### src/rtl/mips_pkg.sv
// Shared MIPS-lite definitions: widths, reset PC, fetch FSM states and instruction layout.
package mips_pkg;

    localparam int unsigned ADDRESSWIDTH        = 32;
    localparam int unsigned INSTRUCTION_WIDTH   = 32;
    localparam int unsigned MEMDEPTH            = 4096;
    localparam int unsigned BYTESPERINSTRUCTION = 4;

    localparam logic [ADDRESSWIDTH-1:0]      RESET_PC  = 32'h0000_0000;
    localparam logic [INSTRUCTION_WIDTH-1:0] NOP_INSTR = 32'h0000_0000;

    // Fetch stage control state.
    typedef enum logic {
        RUN    = 1'b0,
        HALTED = 1'b1
    } fetch_state_t;

    // Instruction word layout as consumed by decode.
    typedef struct packed {
        logic [5:0] opcode;
        logic [4:0] rs;
        logic [4:0] rt;
        logic [4:0] rd;
        logic [4:0] shamt;
        logic [5:0] funct;
    } Instruct;

endpackage : mips_pkg

### src/rtl/fetch_stage_sat_counter.sv
// Saturating up-counter with enable and asynchronous active-low clear.
// Ports:
//   clk, rst_n : clock and asynchronous active-low clear
//   en         : count one when high (sticks at all-ones)
//   count      : current count value
module sat_counter #(
    parameter int unsigned WIDTH = 32
) (
    input  logic             clk,
    input  logic             rst_n,
    input  logic             en,
    output logic [WIDTH-1:0] count
);

    // Increment unless already at the all-ones ceiling.
    always_ff @(posedge clk or negedge rst_n) begin
        if (!rst_n) begin
            count <= '0;
        end else if (en && (count != {WIDTH{1'b1}})) begin
            count <= count + WIDTH'(1);
        end
    end

endmodule : sat_counter

### src/rtl/fetch_stage.sv
// Instruction-fetch stage: owns the PC, drives the instruction-memory address and
// loads the IF/ID fetch buffer. Handles branch redirects, HALT and hazard stalls,
// and counts fetched instructions and stalled cycles.
// Ports:
//   clk, rst_n                       : clock, asynchronous active-low reset
//   stall_i                          : hold PC and fetch buffer
//   branch_taken_i, branch_target_i  : EX redirect (target bits [1:0] ignored)
//   halt_i                           : decode holds HALT
//   imem_addr_o / imem_rdata_i       : instruction memory (combinational read)
//   fb_valid_o, fb_pc_o, fb_instr_o  : fetch buffer towards decode
//   halted_o                         : fetch permanently stopped
//   fetch_count_o, stall_count_o     : saturating statistics
module fetch_stage #(
    parameter int unsigned ADDRESSWIDTH      = mips_pkg::ADDRESSWIDTH,
    parameter int unsigned INSTRUCTION_WIDTH = mips_pkg::INSTRUCTION_WIDTH,
    parameter int unsigned MEMDEPTH          = mips_pkg::MEMDEPTH,
    parameter int unsigned RESET_PC          = 32'(mips_pkg::RESET_PC)
) (
    input  logic                         clk,
    input  logic                         rst_n,
    input  logic                         stall_i,
    input  logic                         branch_taken_i,
    input  logic [ADDRESSWIDTH-1:0]      branch_target_i,
    input  logic                         halt_i,
    output logic [ADDRESSWIDTH-1:0]      imem_addr_o,
    input  logic [INSTRUCTION_WIDTH-1:0] imem_rdata_i,
    output logic                         fb_valid_o,
    output logic [ADDRESSWIDTH-1:0]      fb_pc_o,
    output logic [INSTRUCTION_WIDTH-1:0] fb_instr_o,
    output logic                         halted_o,
    output logic [31:0]                  fetch_count_o,
    output logic [31:0]                  stall_count_o
);

    import mips_pkg::fetch_state_t;
    import mips_pkg::RUN;
    import mips_pkg::HALTED;
    import mips_pkg::NOP_INSTR;
    import mips_pkg::BYTESPERINSTRUCTION;

    localparam logic [ADDRESSWIDTH-1:0]      PC_RESET = ADDRESSWIDTH'(RESET_PC);
    localparam logic [ADDRESSWIDTH-1:0]      PC_MOD   = ADDRESSWIDTH'(MEMDEPTH);
    localparam logic [ADDRESSWIDTH-1:0]      PC_INC   = ADDRESSWIDTH'(BYTESPERINSTRUCTION);
    localparam logic [INSTRUCTION_WIDTH-1:0] NOP      = INSTRUCTION_WIDTH'(NOP_INSTR);

    fetch_state_t                  state_q, state_d;
    logic [ADDRESSWIDTH-1:0]       pc_q, pc_d;
    logic                          fb_valid_q, fb_valid_d;
    logic [ADDRESSWIDTH-1:0]       fb_pc_q, fb_pc_d;
    logic [INSTRUCTION_WIDTH-1:0]  fb_instr_q, fb_instr_d;
    logic                          fetch_en, stall_en;
    logic [ADDRESSWIDTH-1:0]       pc_seq, pc_branch;
    logic                          unused_target_lsbs;

    // Redirect target is word-aligned; the low two bits carry no information.
    assign unused_target_lsbs = ^branch_target_i[1:0];

    // Sequential and redirect PCs, both wrapped into the instruction memory.
    assign pc_seq    = (pc_q + PC_INC) % PC_MOD;
    assign pc_branch = {branch_target_i[ADDRESSWIDTH-1:2], 2'b00} % PC_MOD;

    // State and fetch-buffer registers.
    always_ff @(posedge clk or negedge rst_n) begin
        if (!rst_n) begin
            state_q    <= RUN;
            pc_q       <= PC_RESET;
            fb_valid_q <= 1'b0;
            fb_pc_q    <= '0;
            fb_instr_q <= '0;
        end else begin
            state_q    <= state_d;
            pc_q       <= pc_d;
            fb_valid_q <= fb_valid_d;
            fb_pc_q    <= fb_pc_d;
            fb_instr_q <= fb_instr_d;
        end
    end

    // Next-state logic; priority in RUN is branch > halt > stall > normal fetch.
    always_comb begin
        state_d    = state_q;
        pc_d       = pc_q;
        fb_valid_d = fb_valid_q;
        fb_pc_d    = fb_pc_q;
        fb_instr_d = fb_instr_q;
        fetch_en   = 1'b0;
        stall_en   = 1'b0;

        case (state_q)
            RUN: begin
                if (branch_taken_i) begin
                    // A concurrent HALT sits in the branch shadow and is dropped.
                    pc_d       = pc_branch;
                    fb_valid_d = 1'b0;
                    fb_instr_d = NOP;
                end else if (halt_i) begin
                    state_d    = HALTED;
                    fb_valid_d = 1'b0;
                    fb_instr_d = NOP;
                end else if (stall_i) begin
                    stall_en   = 1'b1;
                end else begin
                    fb_pc_d    = pc_q;
                    fb_instr_d = imem_rdata_i;
                    fb_valid_d = 1'b1;
                    pc_d       = pc_seq;
                    fetch_en   = 1'b1;
                end
            end
            HALTED: begin
                fb_valid_d = 1'b0;
                fb_instr_d = NOP;
            end
            default: begin
                state_d = RUN;
            end
        endcase
    end

    sat_counter #(.WIDTH(32)) u_fetch_count (
        .clk   (clk),
        .rst_n (rst_n),
        .en    (fetch_en),
        .count (fetch_count_o)
    );

    sat_counter #(.WIDTH(32)) u_stall_count (
        .clk   (clk),
        .rst_n (rst_n),
        .en    (stall_en),
        .count (stall_count_o)
    );

    assign imem_addr_o = pc_q;
    assign fb_valid_o  = fb_valid_q;
    assign fb_pc_o     = fb_pc_q;
    assign fb_instr_o  = fb_instr_q;
    assign halted_o    = (state_q == HALTED);

endmodule : fetch_stage

### config.mk
export PLATFORM = sky130hd
export DESIGN_NAME = fetch_stage
export DESIGN_NICKNAME = d
export VERILOG_FILES = /design/src/rtl/mips_pkg.sv /design/src/rtl/fetch_stage_sat_counter.sv /design/src/rtl/fetch_stage.sv
export SDC_FILE = /design/constraint.sdc
export NUM_CORES = 1
export LEC_CHECK = 0
export BUFFER_PORTS_ARGS = -buffer_cell sky130_fd_sc_hd__buf_2
export CORE_ASPECT_RATIO = 1.25
export CORE_MARGIN = 5
export CORE_UTILIZATION = 42
export CTS_CLUSTER_SIZE = 10
export DETAILED_ROUTE_END_ITERATION = 7
export PLACE_DENSITY = 0.84
export SKIP_CTS_REPAIR_TIMING = 1
export SLEW_MARGIN = 20
export SYNTH_ARGS = -nofsm -noshare
export SYNTH_HDL_FRONTEND = slang
export SYNTH_HIERARCHICAL = 1
export SYNTH_SLANG_ARGS = --single-unit
export TNS_END_PERCENT = 10
### constraint.sdc
create_clock -name clk -period 2.5 [get_ports clk]
set_clock_uncertainty 0.2 [all_clocks]
set_input_delay 0.5 -clock clk [delete_from_list [all_inputs] [get_ports clk]]
set_output_delay 0.5 -clock clk [all_outputs]
set_load 0.02 [all_outputs]
# Yosys cells after proc, flatten, opt, wreduce, memory -nomap -nowiden

Index checks and enable logic that the tools add are counted.

Register bits after elaboration: 162
Output and inout bits: 162

Equal/unequal tests: 5
Reductions and logical operators: 4
Multiplexer cells: 22
Bitwise logic cells: 4
$add $sub $neg: 3

Operators by type and width:

| operator                                      | count |
|---|---|
| 2-to-1 mux 32 bit                             | 6 |
| adder 32 x 1 -> 32 bit, second input constant | 2 |
| != test 32 bit, second input constant         | 2 |
| one-hot mux 32 bit (2 select lines)           | 1 |
| 2-to-1 mux 1 bit                              | 14 |
| adder 12 x 3 -> 12 bit, second input constant | 1 |
| != test 4 bit, second input constant          | 1 |
| inverter 1 bit                                | 4 |
| AND reduction 4 bit                           | 1 |
| AND reduction 3 bit                           | 1 |
| logical AND 1 bit                             | 2 |
| != test 2 x 1 -> 1 bit, second input constant | 1 |
| != test 2 bit, second input constant          | 1 |
| one-hot mux 1 bit (2 select lines)            | 1 |

# Depth between registers and ports, before layout

Word-level depth: 5
Gate-level depth with buffers: 10

# Cells and area by module

Netlist, hierarchy kept.

Modules (own cells, without submodules):

| module      | area each (um2) | times used | seq. area each (um2) | cells each |
|---|---|---|---|---|
| sat_counter | 1624.1          | 2          | 800.8                | 151 |
| fetch_stage | 2662.6          | 1          | 1351.3               | 226 |

# Least setup slack after synthesis

OpenSTA, ideal clock, no wires.

Kind: input-to-reg
From: input halt_i
To: register u_fetch_count.count[29]
Arrival time: 2.403 ns
Buffers on the path: 3
Stages: 10
Slack: -0.183 ns
Path through: buf_2 > or4_4 > inv_2 > buf_4 > and3_1 > nor2b_1 > clkbuf_1 > nand4_1 > nor4_2 > xor2_1

Cells in the longest elaborated chain, start to end: 4

Ends and longest elaborated chain:

| item                 | line                          | RTL |
|---|---|---|
| from (decl)          | fetch_stage.sv:24             | `input logic halt_i,` |
| 2-to-1 mux 1 bit     | fetch_stage.sv:96             | `end else if (halt_i) begin` |
| 2-to-1 mux 1 bit     | fetch_stage.sv:91             | `if (branch_taken_i) begin` |
| 2-to-1 mux 1 bit     | fetch_stage.sv:89             | `case (state_q)` |
| via fetch_en         | fetch_stage.sv:51             | `logic fetch_en, stall_en;` |
| logical AND 1 bit    | fetch_stage_sat_counter.sv:19 | `end else if (en && (count != {WIDTH{1'b1}})) begin` |
| to (signal assigned) | fetch_stage_sat_counter.sv:20 | `count <= count + WIDTH'(1);` |
| to (decl)            | fetch_stage_sat_counter.sv:12 | `output logic [WIDTH-1:0] count` |

The timed path passes the listed nets, and every way through them passes these cells.
A chain may end at the register's enable or synchronous reset.

# Final worst setup path

From: register state_q (netlist: halted_o)
To: register u_fetch_count.count[31]

Cells in the longest elaborated chain, start to end: 2

Ends and longest elaborated chain:

| item                   | line                          | RTL |
|---|---|---|
| from (decl)            | fetch_stage.sv:46             | `fetch_state_t state_q, state_d;` |
| from (signal assigned) | fetch_stage.sv:71             | `state_q <= state_d;` |
| 2-to-1 mux 1 bit       | fetch_stage.sv:89             |  |
| logical AND 1 bit      | fetch_stage_sat_counter.sv:19 |  |

Every way passes these cells.

==> impl_metrics.toml <==
[outcome]
status = "completed"

[clocking]
cts_max_path_buffers = 2
cts_buffers = 17
cts_sinks = 118
cts_max_level = 4
path_clk_slew_ps = 50
root_buffer = "clkbuf_16"
tritoncts = "built"
clk_latency_ps = 400

[route]
first_pass_iters = 4
route.detailed.drc = 0
wl_per_cell_um = 16.5
wirelength_um = 15100
final_antenna_net_count = 0
drt_iter0_drc = 317
vias_per_cell = 5.26
via_count = 4811

[placement]
port_buffers = 164
gp_congestion = 0.891
dp.cells = 881
hpwlAfterDp_um = 11200

[global_route]
grt_util_met1 = 0.241
grt_pass1_vias = 4888
use_met3 = 0.0466
grt.busiest_layer = "met2"
grt_start_max_net_pins = 43
grt_overflow_total = 0
use_met2 = 0.314
grt_use_total = 0.189
grt_pass1_wl_um = 24900
antenna_found_initial = 0

[critical_path]
regToRegStartpoint = "halted_o"
worstSetupPathType = "reg -> reg"
cp-start-kind = "flip-flop"
end_kind = "flip-flop"
worstPathArrival_ps = 2430
cp.required_ps = 2590
crit_path_max_fanout = 4
crit_path_start = "halted_o"

[floorplanning]
initial_core_util = 0.428
io_pins = 231
die_x_um = 116
rows = 48
die_h_um = 143
die-area_mm2 = 0.0166
core_mm2 = 0.0138

[yosys]
synth_area_mm2 = 0.00591
ys_ff_latch = 118
synthArstFlopShare = 1.00
synth_edf_count = 0
synth-main-ff-cell = "dfrtp_1"
avgSynthCellArea_um2 = 11.2
synth_top_area_share = 0.500
synthDistinctLibCells = 56
ys_top_cells_by_area = "dfrtp_1 (50%), xnor2_1 (7.1%), buf_4 (6.0%)"
seq_area_frac_synth = 0.500
synth_top_cell_by_area = "dfrtp_1"
synthCells = 528
yosys_warnings = 6

[layout]
postLayoutCoreUtil = 0.544
layout_common_cells = "buf_2 (163), dfrtp_1 (118), xnor2_1 (48), conb_1 (44), nand2_1 (35)"
diodes = 0
final_common_cell = "buf_2"
final_nets = 798
finalNonFillerCells = 914
drive_above_1_share = 0.353
syn_to_final_growth_pct = 27.2

[sta]
rsz0062_at_grt = "no"
setup_viol = 0
fin_crit_sh = 0.937
hold_viol_final = 0
worst_pin_slew_ps = 560
layout_min_cycle_time_ps = 2340
max_freq_mhz = 427
drv_slew = 0
slew-limit-headroom = 0.627

[run]
cap_violations = 0

[pwr]
power_density_mw_per_mm2 = 606
vdd_drop_max_mv = 0.333
total_power_mw = 4.56
p_leak_nw = 3.83

[worst_hold_path]
hp-class = "in -> reg"
hold_start = "imem_rdata_i[16]"
layout make-up:
| type | instances | area (um^2) |
|---|---|---|
| clock buffers | 22 | 454 |
| clock inverters | 10 | 105 |
| fillers | 1188 | 6290 |
| inverters | 7 | 28.8 |
| multi-input cells | 385 | 2660 |
| flip-flops and latches | 118 | 2950 |
| well taps | 175 | 219 |
| repair buffers | 197 | 1100 |
per-stage QoR:
step                      hold WS (ps)  worst slack (ps)  area (um^2)  TNS (ps)
after global placement             281             -60.5         6950      -245
final                              111               157         7520         0
after detailed placement           287             -62.6         6950      -371
after CTS                         -107               150         7510         0
after global routing               104              32.0         7520         0
after floorplan                   4.41             -72.2         6080      -303
synth_stat cells (2+ instances only):
cell type / instances
ha_1: 3
nor2b_1: 3
nand3b_1: 3
mux2_2: 3
a311oi_1: 2
and4_1: 9
and3_1: 6
nor2_1: 22
xor2_1: 10
clkbuf_1: 6
nor4_2: 2
o211ai_1: 4
o22ai_1: 2
o31a_1: 3
nand3_2: 2
o21ai_0: 3
mux2_4: 10
nand4_1: 33
nor3_2: 4
xnor2_1: 48
mux2_1: 2
o31ai_4: 2
a21o_1: 2
nand2_2: 2
buf_2: 3
a31oi_1: 3
inv_1: 6
a22o_1: 32
nor4_1: 8
a22oi_1: 6
dfrtp_1: 118
nand2b_1: 3
nor4_4: 2
buf_4: 47
buf_6: 4
or4_4: 5
nand2_1: 35
nor3_1: 10
a21oi_1: 9
nand4_2: 2
nand3_1: 34
critical path, stage by stage (launching register included):
cell and delay (ps):
dfrtp_1 420, or4_4 560, inv_4 90, and3_1 190, nand3_1 220, nor4_1 330, nand2_1 100, xnor2_1 130
sequential cells by signal, summed over array words and instances (netlist names):
| register | count |
|---|---|
| fb_valid_o | 1 |
| u_fetch_count/count | 32 |
| fb_instr_o | 32 |
| fb_pc_o | 10 |
| u_stall_count/count | 32 |
| imem_addr_o | 10 |
| halted_o | 1 |
where the power goes:
part / internal [mW] / switching [mW] / total, mW / leakage [nW]
logic: 0.0901 / 0.180 / 0.270 / 1.95
registers: 1.94 / 0.0196 / 1.96 / 1.61
clock network: 1.48 / 0.847 / 2.33 / 0.273
total: 3.51 / 1.05 / 4.56 / 3.83
final timing paths:
kind,end,slack (ps),cells past startpoint
max,u_fetch_count/count[31],160,7
min,fb_instr_o[16],110,2
min reg2reg,fb_instr_o[13],300,1
max reg2reg,u_fetch_count/count[31],160,7
min in group asynchronous,fb_pc_o[2],420,2
max in group asynchronous,u_stall_count/count[2],1010,3
layer usage:
| layer | wire (um) | vias to the layer above |
|---|---|---|
| li1 | - | 2257 |
| met1 | 6220 | 2335 |
| met2 | 7530 | 200 |
| met4 | 241 | 0 |
| met3 | 1110 | 19 |
| met5 | 0 | - |
cell families after synthesis:
family	after synthesis	share of synthesized area
other	1	0.000634
muxes	15	0.0349
adders and majority gates	3	0.00635
buffers and inverters	68	0.0787
xor gates and xnor gates	58	0.0859
DFF	118	0.500
AOI/OAI and AO/OA	75	0.102
and+or+nand+nor	190	0.191
(Power assumes the default switching activity.)
